<file path="src/rtl/fetch_ctrl.sv">
// fetch_ctrl: PC owner and IF/ID pipeline register for the rv64 fetch stage.
// Boot, back-pressure stall, redirect flush and halt sequencing.
module fetch_ctrl #(
    parameter int unsigned    WIDTH    = 64,
    parameter int unsigned    INSTR    = 32,
    parameter int unsigned    COMMIT   = 161,
    parameter logic [WIDTH-1:0] RESET_PC = 64'h0000_0000_8000_0000
) (
    input  logic              clk,
    input  logic              rst,
    output logic [WIDTH-1:0]  fetch_pc,
    input  logic [INSTR-1:0]  fetch_instr,
    input  logic [WIDTH-1:0]  fetch_pre_pc,
    input  logic [COMMIT-1:0] fetch_commit_info,
    input  logic              redirect_valid,
    input  logic [WIDTH-1:0]  redirect_pc,
    input  logic              halt,
    input  logic              id_ready,
    output logic              id_valid,
    output logic [WIDTH-1:0]  id_pc,
    output logic [INSTR-1:0]  id_instr,
    output logic [WIDTH-1:0]  id_pre_pc,
    output logic [COMMIT-1:0] id_commit_info,
    output logic [1:0]        ctrl_state,
    output logic [WIDTH-1:0]  fetch_count
);

    typedef enum logic [1:0] {
        ST_BOOT = 2'd0,
        ST_RUN  = 2'd1,
        ST_HALT = 2'd2
    } state_t;

    state_t            state_q, state_d;
    logic [WIDTH-1:0]  pc_q, pc_d;
    logic              id_valid_q, id_valid_d;
    logic [WIDTH-1:0]  id_pc_q, id_pc_d;
    logic [INSTR-1:0]  id_instr_q, id_instr_d;
    logic [WIDTH-1:0]  id_pre_pc_q, id_pre_pc_d;
    logic [COMMIT-1:0] id_ci_q, id_ci_d;
    logic [WIDTH-1:0]  cnt_q, cnt_d;
    logic              load;

    // The slot is free when empty or draining this cycle; a redirect
    // always wins over a load.
    assign load = (!id_valid_q || id_ready) && !redirect_valid;

    // Next-state and datapath selection; everything holds by default.
    always_comb begin
        state_d     = state_q;
        pc_d        = pc_q;
        id_valid_d  = id_valid_q;
        id_pc_d     = id_pc_q;
        id_instr_d  = id_instr_q;
        id_pre_pc_d = id_pre_pc_q;
        id_ci_d     = id_ci_q;
        cnt_d       = cnt_q;
        case (state_q)
            ST_RUN: begin
                if (redirect_valid) begin
                    // Flush the entry; targets are word aligned.
                    pc_d       = {redirect_pc[WIDTH-1:2], 2'b00};
                    id_valid_d = 1'b0;
                end else if (load) begin
                    id_valid_d  = 1'b1;
                    id_pc_d     = pc_q;
                    id_instr_d  = fetch_instr;
                    id_pre_pc_d = fetch_pre_pc;
                    id_ci_d     = fetch_commit_info;
                    pc_d        = fetch_pre_pc;
                    cnt_d       = cnt_q + WIDTH'(1);
                end
                if (halt) begin
                    state_d = ST_HALT;
                end
            end
            ST_HALT: begin
                // Frozen; only a pending entry may drain.
                if (id_valid_q && id_ready) begin
                    id_valid_d = 1'b0;
                end
            end
            default: begin
                // BOOT (and the unused encoding): one idle cycle.
                if (redirect_valid) begin
                    pc_d = redirect_pc;
                end
                state_d = ST_RUN;
            end
        endcase
    end

    // State and pipeline register update with synchronous reset.
    always_ff @(posedge clk) begin
        if (rst) begin
            state_q     <= ST_BOOT;
            pc_q        <= RESET_PC;
            id_valid_q  <= 1'b0;
            id_pc_q     <= '0;
            id_instr_q  <= '0;
            id_pre_pc_q <= '0;
            id_ci_q     <= '0;
            cnt_q       <= '0;
        end else begin
            state_q     <= state_d;
            pc_q        <= pc_d;
            id_valid_q  <= id_valid_d;
            id_pc_q     <= id_pc_d;
            id_instr_q  <= id_instr_d;
            id_pre_pc_q <= id_pre_pc_d;
            id_ci_q     <= id_ci_d;
            cnt_q       <= cnt_d;
        end
    end

    assign fetch_pc       = pc_q;
    assign id_valid       = id_valid_q;
    assign id_pc          = id_pc_q;
    assign id_instr       = id_instr_q;
    assign id_pre_pc      = id_pre_pc_q;
    assign id_commit_info = id_ci_q;
    assign ctrl_state     = state_q;
    assign fetch_count    = cnt_q;

endmodule

</file>
<file path="config.mk">
export PLATFORM = sky130hd
export DESIGN_NAME = fetch_ctrl
export DESIGN_NICKNAME = d
export VERILOG_FILES = /design/src/rtl/fetch_ctrl.sv
export SDC_FILE = /design/constraint.sdc
export NUM_CORES = 1
export LEC_CHECK = 0
export BUFFER_PORTS_ARGS = -buffer_cell sky130_fd_sc_hd__buf_2
export CAP_MARGIN = 40
export CORE_AREA = 4 4 298 300
export CTS_CLUSTER_DIAMETER = 50
export DETAILED_ROUTE_END_ITERATION = 10
export DIE_AREA = 0 0 302 304
export SLEW_MARGIN = 40
export SYNTH_ARGS = -nofsm -noshare
export SYNTH_HDL_FRONTEND = slang
export SYNTH_SLANG_ARGS = --single-unit
</file>
<file path="constraint.sdc">
create_clock -name clk -period 5.2 [get_ports clk]
set_input_delay 1.04 -clock clk [delete_from_list [all_inputs] [get_ports clk]]
set_output_delay 1.04 -clock clk [all_outputs]
set_load 0.05 [all_outputs]
</file>
==> results of run 1 <==
-- cell usage in the layout, fill, tap and decap left out, drive strengths merged, types with 4 or more instances in the layout --
master | netlist | final
a21oi | 360 | 360
a311oi | 61 | 61
and3 | 5 | 5
and4 | 6 | 6
buf | 38 | 807
bufinv | 0 | 7
clkbuf | 120 | 88
clkinv | 0 | 5
clkinvlp | 0 | 4
dfxtp | 452 | 452
diode | 0 | 10
inv | 10 | 18
nand2 | 796 | 796
nand3 | 20 | 20
nand4 | 26 | 26
nor2 | 105 | 105
nor2b | 6 | 6
nor3 | 11 | 11
nor3b | 4 | 4
nor4 | 12 | 12
o21ai | 22 | 22
o31ai | 13 | 13
or3 | 22 | 22
or4 | 20 | 20
xnor2 | 18 | 18
xor2 | 8 | 8
-- through the flow --
stage,instance area (µm²),setup WS [ns],power (mW)
floorplan,16900,2.41,4.88
global placement,21900,1.75,5.41
detailed placement,22000,1.69,5.43
CTS,24100,2.27,9.83
global route,24200,2.14,10.1
finish,24200,2.30,9.72
-- where the power goes --
group	total, mW	internal (mW)	leakage, nW	switching, mW
clock network	4.37	2.72	1.03	1.65
registers	3.78	3.65	3.68	0.131
logic	1.58	0.390	5.71	1.19
-- flip-flops by register name, summed over array words and instances, names as in the netlist --
| signal | count |
|---|---|
| fetch_pc | 64 |
| id_instr | 32 |
| id_pc | 64 |
| id_valid | 1 |
| ctrl_state | 2 |
| fetch_count | 64 |
| id_pre_pc | 64 |
| id_commit_info | 161 |
-- layer usage --
layer / vias to the layer above / share of wire (%) / global-route usage, %
li1: 8643 / - / -
met1: 8176 / 41 / 17.5
met2: 661 / 47 / 23.5
met3: 125 / 8.5 / 4.34
met4: 2 / 3.0 / 4.98
met5: - / 0.029 / 0
-- area by class of cell --
type	count	share of cell area, %
Sequential cell	452	37.3
Inverter	10	0.155
Multi-Input combinational cell	1532	29.9
Timing Repair Buffer	807	17.8
Clock buffer	88	7.31
Tap cell	1155	5.96
Antenna cell	10	0.103
Clock inverter	24	1.46
-- synthesized netlist by cell type, drive strengths merged --
library cell and number:
nand2 796, dfxtp 452, a21oi 360, clkbuf 120
nor2 105, a311oi 61, buf 38, nand4 26
o21ai 22, or3 22, nand3 20, or4 20
xnor2 18, o31ai 13, nor4 12, nor3 11
inv 10, xor2 8, and4 6, nor2b 6
and3 5, nor3b 4, mux2 3, or2 3
a211oi 2, nand2b 2, a2111oi 1, ha 1
nand4b 1, nor4b 1, o21bai 1, or3b 1
or4b 1
-- cell families (layout without fill, tap and decap cells) --
| kind of cell | Yosys count | after routing | synth area share (%) |
|---|---|---|---|
| AO/OA/AOI/OAI | 460 | 460 | 15.2 |
| XOR/XNOR | 26 | 26 | 1.35 |
| adder cells (fa/ha/maj) | 1 | 1 | 0.0740 |
| buffers and inverters | 168 | 929 | 3.96 |
| flip-flops | 452 | 452 | 53.5 |
| multiplexers | 3 | 3 | 0.200 |
| other | 0 | 10 | 0 |
| AND/OR/NAND/NOR | 1042 | 1042 | 25.7 |
-- critical path: cells and delay by family --
kind	cells	cell delay [ns]
compound gates	1	0.15
simple gates	4	2.08
buf+inv	1	0.16
-- worst paths after layout --
kind                                                       from                              end  cells past startpoint
worst min register to register  id_commit_info[13]$_SDFFE_PP0P_  id_commit_info[13]$_SDFFE_PP0P_                      2
worst max-delay path                             redirect_valid     fetch_count[63]$_SDFFE_PP0P_                      6
worst min-delay path            id_commit_info[13]$_SDFFE_PP0P_  id_commit_info[13]$_SDFFE_PP0P_                      2
worst max register to register       ctrl_state[0]$_SDFFE_PP0P_     fetch_count[63]$_SDFFE_PP0P_                      5
==> summary.md, run 1 <==
| Metric | Value |
|---|---|
| Status | completed |
| RePlAce Congestion | 0.866 |
| Area grow syn2layout | 43.3% |
| CTS Hold Bufs | 0 |
| Final Util | 28.1% |
| Final slew viol count | 0 |
| Final hold vios | 0 |
| IO buf count | 777 |
| Critical Path, Cell by Cell | buf_2 -> or3b_4 -> nor3_2 -> nand4_1 -> or3_1 -> a21oi_1 |
| 1st-pass router iterations | 5 |
| Initial antenna violation count | 14 |
| Final setup viols | 0 |
| Avg Inst Size Synth | 7.86 µm² |
| Fillers | 9546 |
| Layout cells sized above 1 | 31.7% |
| Grt ovf | 0 |
| Achievable Freq | 345 MHz |
| Die W | 302 µm |
| Clock Skews | 0.0164 ns |
| Via/cell ratio | 4.32 |
| Syn nets | 2479 |
| Initial Utilization | 19.6% |
| Die Ht | 304 µm |
| Synth warn | 0 |
| Max-Cap Viols | 0 |
| Unrepaired setup endpoints after global routing | no |
| Least-Margin Pin Slew | 0.735 ns |
| Startpoint Class | input port |
| Initial drt markers | 1241 |
| DP Cell Count | 3951 |
| Hpwl dp | 51000 µm |
| Post-synthesis instance total | 2152 |
| Syn Std Cell Area | 0.0169 mm² |
| Root Driver | clkbuf_16 |
| Clock sinks | 452 |
| Worst path max stage delay | 0.64 ns |
| Sequential element share of the synthesized area | 53.5% |
| Setup crit end kind | register |
| Final WL | 69500 µm |
| Synthesized flop and latch total | 452 |
| CP max stage cell | nand4_1 |
| Leakage | 10.4 nW |
| Largest net degree at the start of global routing | 180 |
| CTS tree | done |
| First-pass GRT wire length | 103000 µm |
| Clock latency on the worst-skew pair | 0.61 ns |
| Setup Total Neg Slack | 0 ns |
| Top-area cell type share of the netlist area | 53.5% |
| Sequential cell area | 0.00905 mm² |
| Core area | 0.0862 mm² |
| Clock transition at path regs | 0.06 ns |
| Footprint of the multi-input gates | 0.00723 mm² |
| H-tree levels | 2 |
| Slew headroom | 51.0% |
| Yosys top cell by area | dfxtp_1 |
| Cell area power density | 401 mW/mm² |
| Final period util | 55.7% |
| Maximum clock insertion buffer count | 3 |
| CP Class | input port to register |
| Nets | 3191 |
| Overall global routing resource usage | 14.2% |
| Die area | 0.0918 mm² |
| R2R Setup Slk | 2.37 ns |
| WHS | 0.448 ns |
| Post-synthesis cell type count | 40 |
| IO Pins | 778 |
| CP required | 5.74 ns |
| Worst Path Max Fanout | 17 |
| WL/cell | 17.0 µm |
| CTS resizes | 0 |
| Site Rows | 108 |
| IR Drop Worst-Case VDD | 0.281 mV |
| Tmin final | 2.90 ns |
| Antenna Violating Nets Remaining | 0 |
| Via Count | 17600 |
| Vias in the first global route | 16700 |
| Crit path DAT | 3.43 ns |
| Worst hold path type | register to register |
| Setup Fix Bufs, Post-CTS | 0 |
| CTS Buf Count | 61 |
| DRC | 0 |
| Final std cells w/o fill | 4078 |
| Main area contributors after synthesis | dfxtp_1 54%, nand2_1 18%, a21oi_1 11% |
(Power assumes the default switching activity.)
==> inputs of run 2 (changes only) <==
==> constraint.sdc (replaced) <==
create_clock -name clk -period 2.65 [get_ports clk]
set_input_delay 0.53 -clock clk [delete_from_list [all_inputs] [get_ports clk]]
set_output_delay 0.53 -clock clk [all_outputs]
set_load 0.05 [all_outputs]
==> run 2 against run 1 <==
- global-route usage up 0.45 points
- first-iteration DRC count down 9.3%
- combinational power up 100%
- final area up 2.4%
- critical path depth down 1
- non-clock buffer count up 44
- sequential share of layout area down 0.87 points
- largest cell class unchanged
==> summary.md, run 2 (synthesis gave the netlist of run 1 again) <==
| Metric | Value |
|---|---|
| Die W | 302 µm (unchanged) |
| Net switching fraction of the power | 30.2% (-0.28 points) |
| Most frequent cells in the layout | 795 x nand2_1, 776 x buf_2, 452 x dfxtp_1 |
| Crit path DAT | 2.93 ns (-0.50 ns) |
| Vias in the first global route | 17200 (+3.1%) |
| Core area | 0.0862 mm² (unchanged) |
| Worst path max stage delay | 0.58 ns (-0.06 ns) |
| Site Rows | 108 (unchanged) |
| Fillers | 9541 (-0.052%) |
| Nets | 3240 (+1.5%) |
| Comb power frac | 16.2% (about the same) |
| CP max stage cell | or4_4 |
| Clock Skews | 0.0209 ns (+0.00456 ns) |
| Area grow syn2layout | 46.7% |
| Worst Path Max Fanout | 10 (-7) |
| Worst hold path type | input port to register |
| Startpoint Class | register |
| First-pass GRT wire length | 105000 µm (+2.0%) |
| Sequential power share | 37.6% (-1.3 points) |
| Status | completed |
| Switch Pwr | 5.95 mW (+100%) |
| Via Count | 17800 (+1.2%) |
| Overall global routing resource usage | 14.7% (+0.45 points) |
| IO Pins | 778 (unchanged) |
| Top Usage Layer GRT | met2 |
| Setup Total Neg Slack | 0 ns (unchanged) |
| CTS tree | done |
| Final slew viol count | 0 (unchanged) |
| Unrepaired setup endpoints after global routing | no |
| Int Pwr | 13.7 mW (+100%) |
| Least-Margin Pin Slew | 0.816 ns (+0.0807 ns) |
| R2R depth | 5 (unchanged) |
| GRT met2 Usage | 24.2% (+0.75 points) |
| Grt ovf | 0 (unchanged) |
| Setup Fix Bufs, Post-CTS | 0 (unchanged) |
| CP required | 3.18 ns (-2.56 ns) |
| RePlAce Congestion | 0.902 (+4.1%) |
| Achievable Freq | 416 MHz |
| Initial drt markers | 1126 (-9.3%) |
| Most common cell after layout, fill and taps aside | nand2_1 |
| Initial Utilization | 19.6% (unchanged) |
| Setup crit end kind | register |
| IO buf count | 777 (unchanged) |
| Slew headroom | 45.6% (-5.4 points) |
| Clock share of power | 46.2% (+1.3 points) |
| 1st-pass router iterations | 7 (+2) |
| Root Driver | clkbuf_16 |
| GR Util met1 | 18.0% (+0.53 points) |
| CP most frequent cell | or4_1 |
| Cell area power density | 794 mW/mm² (+98%) |
| Worst hold path depth | 2 (unchanged) |
| WL/cell | 17.0 µm (-0.45%) |
| Clock latency on the worst-skew pair | 0.59 ns (-0.02 ns) |
| Initial antenna violation count | 10 (-4) |
| Layout cells sized above 1 | 32.9% (+1.2 points) |
| Largest net degree at the start of global routing | 163 (-9.4%) |
| Critical Path, Cell by Cell | nand3_4 -> or4_4 -> or4_1 -> or4_1 -> a21oi_1 |
| Clock sinks | 452 (unchanged) |
| Final WL | 70000 µm (+0.78%) |
| Maximum clock insertion buffer count | 3 (unchanged) |
| Final Util | 28.8% (+0.67 points) |
| GR Util met3 | 4.07% (-0.28 points) |
| CTS Buf Count | 66 (+8.2%) |
| H-tree levels | 3 (+1) |
| CP Class | register to register |
| Via/cell ratio | 4.32 (about the same) |
| CTS resizes | 0 (unchanged) |
| Die Ht | 304 µm (unchanged) |
| Die area | 0.0918 mm² (unchanged) |
| Tmin final | 2.40 ns |
| CTS Hold Bufs | 0 (unchanged) |
| Number of flip-flops in the largest register | 161 (unchanged) |
| Leakage | 10.7 nW (+3.1%) |
| Final period util | 90.6% |
| DRC | 0 (unchanged) |
| Max-Cap Viols | 0 (unchanged) |
| IR Drop Worst-Case VDD | 0.503 mV (+79%) |
| Antenna Violating Nets Remaining | 0 (unchanged) |
| Clock transition at path regs | 0.06 ns (about the same) |
| Final hold vios | 0 (unchanged) |
| Hpwl dp | 52100 µm (+2.3%) |
| Final setup viols | 0 (unchanged) |
-- run 2: changes by cell type in the layout (fill, tap and decap cells not counted), moves of 2 or more --
cell / change
buf_16: -2
buf_12: +11
clkinv_4: +2
buf_4: +36
clkbuf_1: -2
clkbuf_16: +8
-- run 2: worst paths after layout --
check | from | slack, ns | to
setup / recovery | fetch_count[21]$_SDFFE_PP0P_ | 0.25 | fetch_count[60]$_SDFFE_PP0P_
hold / removal | id_ready | 0.15 | id_valid$_SDFFE_PP0P_
setup reg to reg | fetch_count[21]$_SDFFE_PP0P_ | 0.25 | fetch_count[60]$_SDFFE_PP0P_
hold reg to reg | id_commit_info[53]$_SDFFE_PP0P_ | 0.45 | id_commit_info[53]$_SDFFE_PP0P_
-- run 2: power by group through the flow --
| stage | Clock [mW] | Combinational [mW] | Sequential [mW] |
|---|---|---|---|
| after floorplan | 0 | 0.834 | 8.75 |
| after global placement | 0 | 3.19 | 7.54 |
| after detailed placement | 0 | 3.20 | 7.55 |
| after CTS | 9.37 | 3.21 | 7.40 |
| after global routing | 9.64 | 3.41 | 7.45 |
| final | 9.11 | 3.19 | 7.40 |
-- run 2: worst max-delay path, delay by kind of cell, from the launching register on --
kind / cells / cell delay, ns
DFF: 1 / 0.42
AOI/OAI and AO/OA: 1 / 0.14
and+or+nand+nor: 4 / 1.78
-- run 2: per-stage QoR --
| step | cells | hold WS (ns) | area, µm² | total power, mW | setup WS [ns] |
|---|---|---|---|---|---|
| floorplan | 2152 | 0.643 | 16900 | 9.58 | 0.0150 |
| global placement | 3998 | 0.439 | 22400 | 10.7 | 0.134 |
| detailed placement | 3998 | 0.443 | 22400 | 10.8 | 0.161 |
| CTS | 4117 | 0.0761 | 24700 | 20.0 | 0.262 |
| global route | 4124 | 0.119 | 24800 | 20.5 | 0.129 |
| finish | 4128 | 0.154 | 24800 | 19.7 | 0.248 |
-- run 2: layer usage --
layer,vias to the layer above,part of all wire (%)
met4,2,3.0
met3,120,7.9
met1,8252,41
li1,8741,-
met2,701,48
met5,-,0.011
-- run 2: layout make-up --
type	instances	area, µm²	area share [%]
clock buffer	93	1950	7.86
clock inverter	26	342	1.38
tap	1155	1450	5.82
antenna	9	22.5	0.0908
timing repair buffer	851	4740	19.1
sequential	452	9050	36.5
multi-input combinational	1532	7230	29.1
inverter	10	37.5	0.151
